--- src/rtl/regfile_pkg.sv ---
// -----------------------------------------------------------------------------
// regfile_pkg
// Shared constants and types for the register file / scoreboard slice.
//   DATA_W_DEF  : default register width
//   ADDR_W_DEF  : default register index width
//   depth_f()   : number of registers for a given index width
//   reg_idx_t   : register index type at the default width
// -----------------------------------------------------------------------------
package regfile_pkg;

  localparam int DATA_W_DEF = 32;
  localparam int ADDR_W_DEF = 5;

  // Register count implied by an index width.
  function automatic int depth_f(input int addr_w);
    return 1 << addr_w;
  endfunction

  typedef logic [ADDR_W_DEF-1:0] reg_idx_t;

endpackage

--- src/rtl/regfile_scoreboard_if.sv ---
// -----------------------------------------------------------------------------
// regfile_scoreboard_if
// Bundles the read, write and reservation signals of the register file.
//   master : issue/decode/writeback side (drives indices, write data, reserve)
//   slave  : the register file itself (returns data, busy flags, ResvOk, count)
// Signals:
//   RS, RT          read indices          dataRS, dataRT  read data
//   busyRS, busyRT  reservation flags     RD, dataRD, RW  write port
//   ResvEn, ResvAddr reservation request  ResvOk          reservation accepted
//   busyCount       number of reserved registers
// -----------------------------------------------------------------------------
interface regfile_scoreboard_if #(
  parameter int DATA_W = 32,
  parameter int ADDR_W = 5
);

  logic [ADDR_W-1:0] RS;
  logic [ADDR_W-1:0] RT;
  logic [DATA_W-1:0] dataRS;
  logic [DATA_W-1:0] dataRT;
  logic              busyRS;
  logic              busyRT;
  logic [ADDR_W-1:0] RD;
  logic [DATA_W-1:0] dataRD;
  logic              RW;
  logic              ResvEn;
  logic [ADDR_W-1:0] ResvAddr;
  logic              ResvOk;
  logic [ADDR_W:0]   busyCount;

  modport master (
    output RS, RT, RD, dataRD, RW, ResvEn, ResvAddr,
    input  dataRS, dataRT, busyRS, busyRT, ResvOk, busyCount
  );

  modport slave (
    input  RS, RT, RD, dataRD, RW, ResvEn, ResvAddr,
    output dataRS, dataRT, busyRS, busyRT, ResvOk, busyCount
  );

endinterface

--- src/rtl/regfile_busy_table.sv ---
// -----------------------------------------------------------------------------
// regfile_busy_table
// Per-register busy bits for the register file scoreboard.
//   Clk            clock, rising edge
//   Clr            synchronous active-high clear
//   wr_en_i        qualified write (already excludes Clr and hardwired reg 0)
//   wr_addr_i      register being written
//   resv_en_i      reservation request
//   resv_addr_i    register to reserve
//   resv_ok_o      reservation accepted this cycle (combinational)
//   busy_o         busy bit vector, one per register
//   busy_count_o   number of busy bits currently set
// -----------------------------------------------------------------------------
module regfile_busy_table
  import regfile_pkg::*;
#(
  parameter int ADDR_W   = ADDR_W_DEF,
  parameter bit ZERO_REG = 1'b1
) (
  input  logic                        Clk,
  input  logic                        Clr,
  input  logic                        wr_en_i,
  input  logic [ADDR_W-1:0]           wr_addr_i,
  input  logic                        resv_en_i,
  input  logic [ADDR_W-1:0]           resv_addr_i,
  output logic                        resv_ok_o,
  output logic [depth_f(ADDR_W)-1:0]  busy_o,
  output logic [ADDR_W:0]             busy_count_o
);

  localparam int DEPTH = depth_f(ADDR_W);

  logic [DEPTH-1:0] busy_q, busy_d;
  logic [ADDR_W:0]  busy_count_q, busy_count_d;
  logic             resv_set;
  logic             wr_clears;

  // A busy register may still be reserved when the same cycle's writeback
  // releases it, so back-to-back producers of one register need no bubble.
  always_comb begin
    resv_ok_o = resv_en_i & ~Clr &
                (~busy_q[resv_addr_i] | (wr_en_i & (wr_addr_i == resv_addr_i)));
  end

  // The hardwired zero register accepts reservations but never tracks them.
  always_comb begin
    resv_set  = resv_ok_o & ~(ZERO_REG && (resv_addr_i == '0));
    wr_clears = wr_en_i & busy_q[wr_addr_i];
  end

  // Clear first, then set, so a same-register write+reserve leaves it busy.
  // resv_set always adds one reservation (either a fresh bit, or a bit that
  // this cycle's write releases, which wr_clears subtracts again).
  always_comb begin
    busy_d = busy_q;
    if (wr_en_i) begin
      busy_d[wr_addr_i] = 1'b0;
    end
    if (resv_set) begin
      busy_d[resv_addr_i] = 1'b1;
    end
    busy_count_d = busy_count_q
                 + {{ADDR_W{1'b0}}, resv_set}
                 - {{ADDR_W{1'b0}}, wr_clears};
  end

  always_ff @(posedge Clk) begin
    if (Clr) begin
      busy_q       <= '0;
      busy_count_q <= '0;
    end else begin
      busy_q       <= busy_d;
      busy_count_q <= busy_count_d;
    end
  end

  assign busy_o       = busy_q;
  assign busy_count_o = busy_count_q;

endmodule

--- src/rtl/regfile_scoreboard.sv ---
// -----------------------------------------------------------------------------
// regfile_scoreboard
// Parametrised register file with two combinational read ports, one
// synchronous write port, optional hardwired-zero register 0, optional
// same-cycle write-to-read bypass, and a busy-bit scoreboard for issue/decode.
//   Clk   clock, rising edge
//   Clr   synchronous active-high clear of data, busy bits and busyCount
//   bus   regfile_scoreboard_if.slave:
//           RS/RT -> dataRS/dataRT, busyRS/busyRT   (read ports)
//           RD, dataRD, RW                          (write port)
//           ResvEn, ResvAddr -> ResvOk              (reservation)
//           busyCount                               (reserved register count)
// -----------------------------------------------------------------------------
module regfile_scoreboard
  import regfile_pkg::*;
#(
  parameter int DATA_W   = DATA_W_DEF,
  parameter int ADDR_W   = ADDR_W_DEF,
  parameter bit ZERO_REG = 1'b1,
  parameter bit BYPASS   = 1'b1
) (
  input  logic                 Clk,
  input  logic                 Clr,
  regfile_scoreboard_if.slave  bus
);

  localparam int DEPTH = depth_f(ADDR_W);

  logic [DATA_W-1:0] regs_q [DEPTH];
  logic [DEPTH-1:0]  busy_vec;
  logic              wr_en;

  // Writes to the hardwired zero register are dropped here so neither the
  // data array nor the busy table ever sees them.
  always_comb begin
    wr_en = bus.RW & ~Clr & ~(ZERO_REG && (bus.RD == '0));
  end

  always_ff @(posedge Clk) begin
    if (Clr) begin
      for (int i = 0; i < DEPTH; i++) begin
        regs_q[i] <= '0;
      end
    end else if (wr_en) begin
      regs_q[bus.RD] <= bus.dataRD;
    end
  end

  regfile_busy_table #(
    .ADDR_W   (ADDR_W),
    .ZERO_REG (ZERO_REG)
  ) u_busy (
    .Clk          (Clk),
    .Clr          (Clr),
    .wr_en_i      (wr_en),
    .wr_addr_i    (bus.RD),
    .resv_en_i    (bus.ResvEn),
    .resv_addr_i  (bus.ResvAddr),
    .resv_ok_o    (bus.ResvOk),
    .busy_o       (busy_vec),
    .busy_count_o (bus.busyCount)
  );

  // Read port S: stored value, overridden by the in-flight write when
  // bypassing, and finally forced to zero for the hardwired register.
  always_comb begin
    bus.dataRS = regs_q[bus.RS];
    bus.busyRS = busy_vec[bus.RS];
    if (BYPASS && wr_en && (bus.RD == bus.RS)) begin
      bus.dataRS = bus.dataRD;
      bus.busyRS = 1'b0;
    end
    if (ZERO_REG && (bus.RS == '0)) begin
      bus.dataRS = '0;
      bus.busyRS = 1'b0;
    end
  end

  // Read port T: same rules as port S.
  always_comb begin
    bus.dataRT = regs_q[bus.RT];
    bus.busyRT = busy_vec[bus.RT];
    if (BYPASS && wr_en && (bus.RD == bus.RT)) begin
      bus.dataRT = bus.dataRD;
      bus.busyRT = 1'b0;
    end
    if (ZERO_REG && (bus.RT == '0)) begin
      bus.dataRT = '0;
      bus.busyRT = 1'b0;
    end
  end

endmodule

--- src/flat_wrapper.sv ---
// flat-port wrapper written by rule: the top's interface ports become plain ports
module regfile_scoreboard_flat import regfile_pkg::*;
#(
  parameter int DATA_W   = DATA_W_DEF,
  parameter int ADDR_W   = ADDR_W_DEF,
  parameter bit ZERO_REG = 1'b1,
  parameter bit BYPASS   = 1'b1
)
  (Clk, Clr, bus_RS, bus_RT, bus_RD, bus_dataRD, bus_RW, bus_ResvEn, bus_ResvAddr, bus_dataRS, bus_dataRT, bus_busyRS, bus_busyRT, bus_ResvOk, bus_busyCount);
  regfile_scoreboard_if #(.DATA_W(DATA_W), .ADDR_W(ADDR_W)) bus_i ();
  input  logic Clk;
  input  logic Clr;
  input wire logic [$bits(bus_i.RS)-1:0] bus_RS;
  input wire logic [$bits(bus_i.RT)-1:0] bus_RT;
  input wire logic [$bits(bus_i.RD)-1:0] bus_RD;
  input wire logic [$bits(bus_i.dataRD)-1:0] bus_dataRD;
  input wire logic [$bits(bus_i.RW)-1:0] bus_RW;
  input wire logic [$bits(bus_i.ResvEn)-1:0] bus_ResvEn;
  input wire logic [$bits(bus_i.ResvAddr)-1:0] bus_ResvAddr;
  output wire logic [$bits(bus_i.dataRS)-1:0] bus_dataRS;
  output wire logic [$bits(bus_i.dataRT)-1:0] bus_dataRT;
  output wire logic [$bits(bus_i.busyRS)-1:0] bus_busyRS;
  output wire logic [$bits(bus_i.busyRT)-1:0] bus_busyRT;
  output wire logic [$bits(bus_i.ResvOk)-1:0] bus_ResvOk;
  output wire logic [$bits(bus_i.busyCount)-1:0] bus_busyCount;
  assign bus_i.RS = bus_RS;
  assign bus_i.RT = bus_RT;
  assign bus_i.RD = bus_RD;
  assign bus_i.dataRD = bus_dataRD;
  assign bus_i.RW = bus_RW;
  assign bus_i.ResvEn = bus_ResvEn;
  assign bus_i.ResvAddr = bus_ResvAddr;
  assign bus_dataRS = bus_i.dataRS;
  assign bus_dataRT = bus_i.dataRT;
  assign bus_busyRS = bus_i.busyRS;
  assign bus_busyRT = bus_i.busyRT;
  assign bus_ResvOk = bus_i.ResvOk;
  assign bus_busyCount = bus_i.busyCount;
  regfile_scoreboard #(.DATA_W(DATA_W), .ADDR_W(ADDR_W), .ZERO_REG(ZERO_REG), .BYPASS(BYPASS)) u_core (.Clk(Clk), .Clr(Clr), .bus(bus_i));
endmodule
--- config.mk ---
export PLATFORM = sky130hd
export DESIGN_NAME = regfile_scoreboard_flat
export DESIGN_NICKNAME = d
export VERILOG_FILES = /design/src/rtl/regfile_pkg.sv /design/src/rtl/regfile_scoreboard_if.sv /design/src/rtl/regfile_busy_table.sv /design/src/rtl/regfile_scoreboard.sv /design/src/flat_wrapper.sv
export SDC_FILE = /design/constraint.sdc
export NUM_CORES = 2
export LEC_CHECK = 0
export CAP_MARGIN = 20
export CORE_ASPECT_RATIO = 1.1
export CORE_UTILIZATION = 55
export DETAILED_ROUTE_END_ITERATION = 8
export PLACE_DENSITY = 0.81
export SYNTH_ARGS = -nofsm -noshare
export SYNTH_HDL_FRONTEND = slang
export SYNTH_SLANG_ARGS = --single-unit
--- constraint.sdc ---
create_clock -name Clk -period 10.51 [get_ports Clk]
set_input_delay 2.102 -clock Clk [delete_from_list [all_inputs] [get_ports Clk]]
set_output_delay 2.102 -clock Clk [all_outputs]
set_load 0.1 [all_outputs]
== After elaboration in Yosys (flattened, before gate mapping) ==
Memory sizes are Yosys's and may differ from the RTL's.
Cells that the tools add are included.
Widths: inputs -> output; s select.
Storage, ports and cells
  bits in writable memories: 1024
  memories: 1
  output and inout bits: 73
  register bits after elaboration: 38
Cells by class
  add/sub/neg operators: 2
  reduce and logical (&&, ||, !) cells: 9
  multiplexer cells: 30
  order comparisons: 6
  equality and inequality tests: 3
  bitwise operators: 15
Memories
  u_core.regs_q: depth 32, bits a word 32, read ports 2, clocked after Yosys merged registers in 0, write ports 32, RTL line regfile_scoreboard.sv:29  | logic [DATA_W-1:0] regs_q [DEPTH];
Operator list (count)
  $mux 32: 7
  $and 32x32->32: 1
  $not 32->32: 1
  $or 32x32->32: 1
  $reduce_or 32->1: 1
  $lt 5x6->1 const B: 4
  $bmux 1 s5: 4
  $logic_not 5->1: 4
  $mux 1: 16
  $eq 5x5->1: 3
  $demux 1 s5: 2
  $ge 5x1->1 const B: 2
  $and 1x1->1: 7
  $add 6x1->6: 1
  $sub 6x1->6: 1
  $mux 5: 1
  $logic_and 1x1->1: 4
  $not 1->1: 4
  $or 1x1->1: 1

== Longest topological paths before layout ==
  depth after elaboration: 9
  gate-level depth with buffers: 16

== Cells and area by module ==
A second synthesis with hierarchy kept.
Unflattened totals
  cells, all modules: 4189
  area total of the unflattened synthesis: 58572.4 µm²
Modules (own cells, without submodules)
  regfile_scoreboard: area each 56043.8 µm², cells an instance 3894, times used 1, sequential area each 30749.5 µm²
  regfile_busy_table: area each 2528.7 µm², cells an instance 295, times used 1, sequential area each 760.7 µm²

== Worst setup path before layout ==
No wires, ideal clock.
  path kind: input port to output port
  start: input port bus_RS[1]
  end: output port bus_dataRS[17]
  cell stages on the path: 9
  arrival time: 5.510 ns
  path slack: 2.898 ns
  path buffers: 4
  data required time: 8.408 ns
  cells stage by stage: buf_4 > buf_4 > buf_4 > buf_2 > a21oi_1 > a21oi_1 > o21ai_0 > and3_1 > o31ai_1
On the way
  word-level cells in the longest chain between the ends: 4
RTL lines
  start: declaration: RTL line flat_wrapper.sv:13  | input wire logic [$bits(bus_i.RS)-1:0] bus_RS;
  branches (longest 3 deep; another with $mem_v2 32x32)
  $mux 32 *: RTL line regfile_scoreboard.sv:73  | if (ZERO_REG && (bus.RS == '0)) begin
  end: declaration: RTL line flat_wrapper.sv:20  | output wire logic [$bits(bus_i.dataRS)-1:0] bus_dataRS;
Every way passes the cells marked *.

== Worst setup path after layout ==
  start: input port bus_RS[2]
  end: output port bus_dataRS[21]
Same word-level chain as after synthesis.

==> results.md <==
* Outcome: finished, final reports clean
* Yosys warns at 0
* Core ar. at around 110000 um^2
* Hold Fails Final Rpt at 0
* Critical R2R Launch: u_core.u_busy.busy_o[8]
* Slew of the pin with the lowest slew margin at 1110 ps
* Reg2reg path depth at 11
* Largest net degree at the start of global routing at a little under 100
* Library cells used by synthesis at 80
* Slew headroom at 0.260
* DRC viols at 0
* R2R Setup Slk at 7200 ps
* Via Count at about 42000
* PD cells at 162 nW/um^2
* Pleak at around 0.023 uW
* H-tree depth at 3
* Skew-Pair Late Insertion Delay at around 700 ps
* DR WL/cell at ~35 um
* Longest Clk Path Bufs at 3
* Routability cong. at between 0.9 and 1
* Initial Util at 0.555
* HP Start: u_core.u_busy.busy_o[25]
* Clock Skews at 16.2 ps
* Clock sinks at between 1000 and 1500
* IO buf count at around 130
* Setup CP Type: input pin to output port
* Post-synth EDFFs at 1024
* Critical path depth at 8
* Worst Hold Class: flop to flop
* Flop pwr share at 0.482
* Final Setup Violations at 0
* CTS tree: built
* Initial antenna violation count at 14
* First-pass DRT Iterations at 7
* Final Max Tran Viols at 0
* RR Endpoint: u_core.u_busy.busy_count_o[5]
* DRT antenna net count at 0
* Starting DRT DRC Count at 7537
* RSZ-0062 raised after global routing: no
* Post-Synthesis Cell Area at approximately 59000 um^2
* Fraction of layout cells with a size suffix above 1 at 0.160
* Post-DP HPWL at 115 mm
* Vias per inst at approximately 7.3
* Worst-path cell chain: buf_4, buf_4, or3b_2, o22ai_1, nor4_1, a21oi_1, a22o_1, clkdlybuf4s50_1
* IO Pins at about 130
* Combinational group share of total power at 0.167
* Worst Path Max Fanout at 36
* Internal power at roughly 7400 uW
* Setup TNS at 0 ps
* Hold Path End: u_core.u_busy.busy_o[25]
* Fin Hold WS at roughly 520 ps
* GRT Residual Overflow at 0
* Sequential area share after synthesis at 0.537
* Clock transition at the registers of the reported paths at 60 ps
* Die area at roughly 110000 um^2
* Net Sw Power at ~3000 uW
* Post_cts resized at 0
* Data arrival, critical path at 6650 ps
* CP peak stage delay at around 1200 ps
* Setup bufs post-CTS at 0
* CTS Root Cell: clkbuf_16
* Filler cells at roughly 8000
* Row Count at ~130
* Die W at between 300 and 400 um
* Mean post-synth cell area at ~14 um^2
* Period utilization at 0.833
* Flops & latches, synth at roughly 1100
* Sw Ratio at 0.285
* Die Ht at 345 um
* First-pass GRT wire length at roughly 280 mm
* Total Routing Usage GR at 0.370
* Slowest-stage cell, CP: clkdlybuf4s50_1
* Async SR Flop Fraction at 0
* Crit. End Element: output port
* Fin crit period at between 8000 and 9000 ps
* Top_reg_cell synth: edfxtp_1
* CP most frequent cell: buf_4
* Hold depth at 2
* Family with the most delay on the worst path: buffers and inverters
* Gate Count Post-Synth at between 4000 and 5000
* Clk network pwr share at 0.351
* Placed Cells at ~5500
* Vias in the first global route at approximately 41000
* Max Cap Viol at 0
* FMAX at 114 MHz
* Critical path buffers and inverters at 3
* Hold-fix buffers, CTS at 0
* Worst vdd ir at about 0.15 mV
* Worst path required time at between 8000 and 9000 ps
* Final nets at between 4000 and 5000
* Nature of the critical path startpoint: input pin
* DRT Wirelength at 202 mm
* Syn-to-layout area delta at 9.45%
* TritonCTS Buffers at 104
* Layout Cells excl Fill at 5723
[Yosys cell counts (31+ instances only)]
master / n / area (um^2)
a21oi_1: 37 / 185
inv_1: 41 / 154
or2_2: 32 / 200
and2_1: 998 / 6240
o21bai_1: 31 / 233
nor3_1: 57 / 285
mux2i_1: 532 / 5330
o22ai_1: 186 / 1160
dfxtp_1: 38 / 761
a32o_1: 33 / 330
nor2_1: 86 / 323
buf_2: 82 / 410
o221ai_1: 39 / 342
clkbuf_1: 273 / 1020
mux4_2: 301 / 6780
buf_4: 40 / 300
a22oi_1: 72 / 541
edfxtp_1: 1024 / 30700
[sequential cells by signal (all words and copies together) (netlist names)]
| register | flops |
|---|---|
| u_core.regs_q | 1024 |
| u_core.u_busy.busy_count_o | 6 |
| u_core.u_busy.busy_o | 32 |
[how the worst max path moves through the flow]
stage               startpoint             end
finish               bus_RS[2]  bus_dataRS[21]
detailed placement   bus_RD[4]   bus_dataRT[4]
global placement     bus_RD[4]   bus_dataRT[4]
CTS                  bus_RD[4]   bus_dataRT[4]
floorplan            bus_RS[1]  bus_dataRS[17]
global route         bus_RD[4]  bus_dataRS[17]
[routing by layer]
metal	share of wire	global-route usage
met4	0.080	0.257
met1	0.32	0.458
met3	0.16	0.116
met5	0.00042	0
met2	0.44	0.557
[power groups by stage]
stage / combinational [uW] / clock, uW / sequential [uW]
6_report: 1730 / 3640 / 5000
5_1_grt: 1760 / 3770 / 5020
4_1_cts: 1680 / 3610 / 4990
3_5_place_dp: 1670 / 0 / 5080
3_3_place_gp: 1650 / 0 / 5050
2_1_floorplan: 1130 / 0 / 5060
[cell type report]
class / instances / area, um^2 / area share
Multi-Input combinational cell: 2772 / 25100 / 0.391
Clock buffer: 130 / 2770 / 0.0432
Clock inverter: 54 / 430 / 0.00670
Inverter: 42 / 158 / 0.00246
Tap cell: 1397 / 1750 / 0.0272
Antenna cell: 8 / 20.0 / 0.000312
Sequential cell: 1062 / 31500 / 0.491
Timing Repair Buffer: 258 / 2450 / 0.0381
[tightest hold or removal path: cells and delay by family, from the launching register on]
kind / cells / cell delay [ps]
buffers and inverters: 1 / 60
flip-flops: 1 / 340
AO/OA/AOI/OAI: 1 / 70
[placed cells by master, fill, tap and decap left out, drive strengths merged, types with 12 or more instances in the layout]
| cell type | netlist | final |
|---|---|---|
| nand2 | 28 | 28 |
| nor3 | 58 | 58 |
| dfxtp | 38 | 38 |
| buf | 171 | 141 |
| clkbuf | 273 | 130 |
| mux4 | 308 | 308 |
| nor2b | 24 | 24 |
| nor2 | 89 | 89 |
| and2 | 999 | 999 |
| mux2 | 12 | 12 |
| conb | 1 | 32 |
| edfxtp | 1024 | 1024 |
| a22oi | 72 | 72 |
| a32o | 34 | 34 |
| mux2i | 532 | 532 |
| o21ai | 17 | 17 |
| nand3 | 29 | 29 |
| a221oi | 29 | 29 |
| o21bai | 31 | 31 |
| a22o | 26 | 26 |
| clkinv | 0 | 41 |
| clkdlybuf4s50 | 0 | 117 |
| a21oi | 37 | 37 |
| inv | 42 | 49 |
| or2 | 32 | 32 |
| nor4 | 20 | 20 |
| o22ai | 186 | 186 |
| o221ai | 39 | 39 |
[metrics by stage]
step	instance area [um^2]	setup slack [ps]	power, uW	utilization
floorplan	58800	2900	6200	-
detailed placement	60900	1750	6750	0.576
finish	64200	1750	10400	0.607
global placement	60900	1830	6700	0.576
CTS	64100	1750	10300	0.606
global route	64200	1850	10500	0.607
[kinds of logic (layout without fill, tap and decap cells)]
| kind of cell | count (synthesis) | in the layout | synth area share |
|---|---|---|---|
| DFF | 1062 | 1062 | 0.537 |
| adders and majority gates | 7 | 7 | 0.00162 |
| muxes | 852 | 852 | 0.212 |
| other | 1 | 40 | 0.0000639 |
| AOI/OAI and AO/OA | 539 | 539 | 0.0684 |
| buffers and inverters | 487 | 484 | 0.0414 |
| and+or+nand+nor | 1323 | 1323 | 0.137 |
| xor gates and xnor gates | 19 | 19 | 0.00284 |
Power figures use the tool's default switching activity.
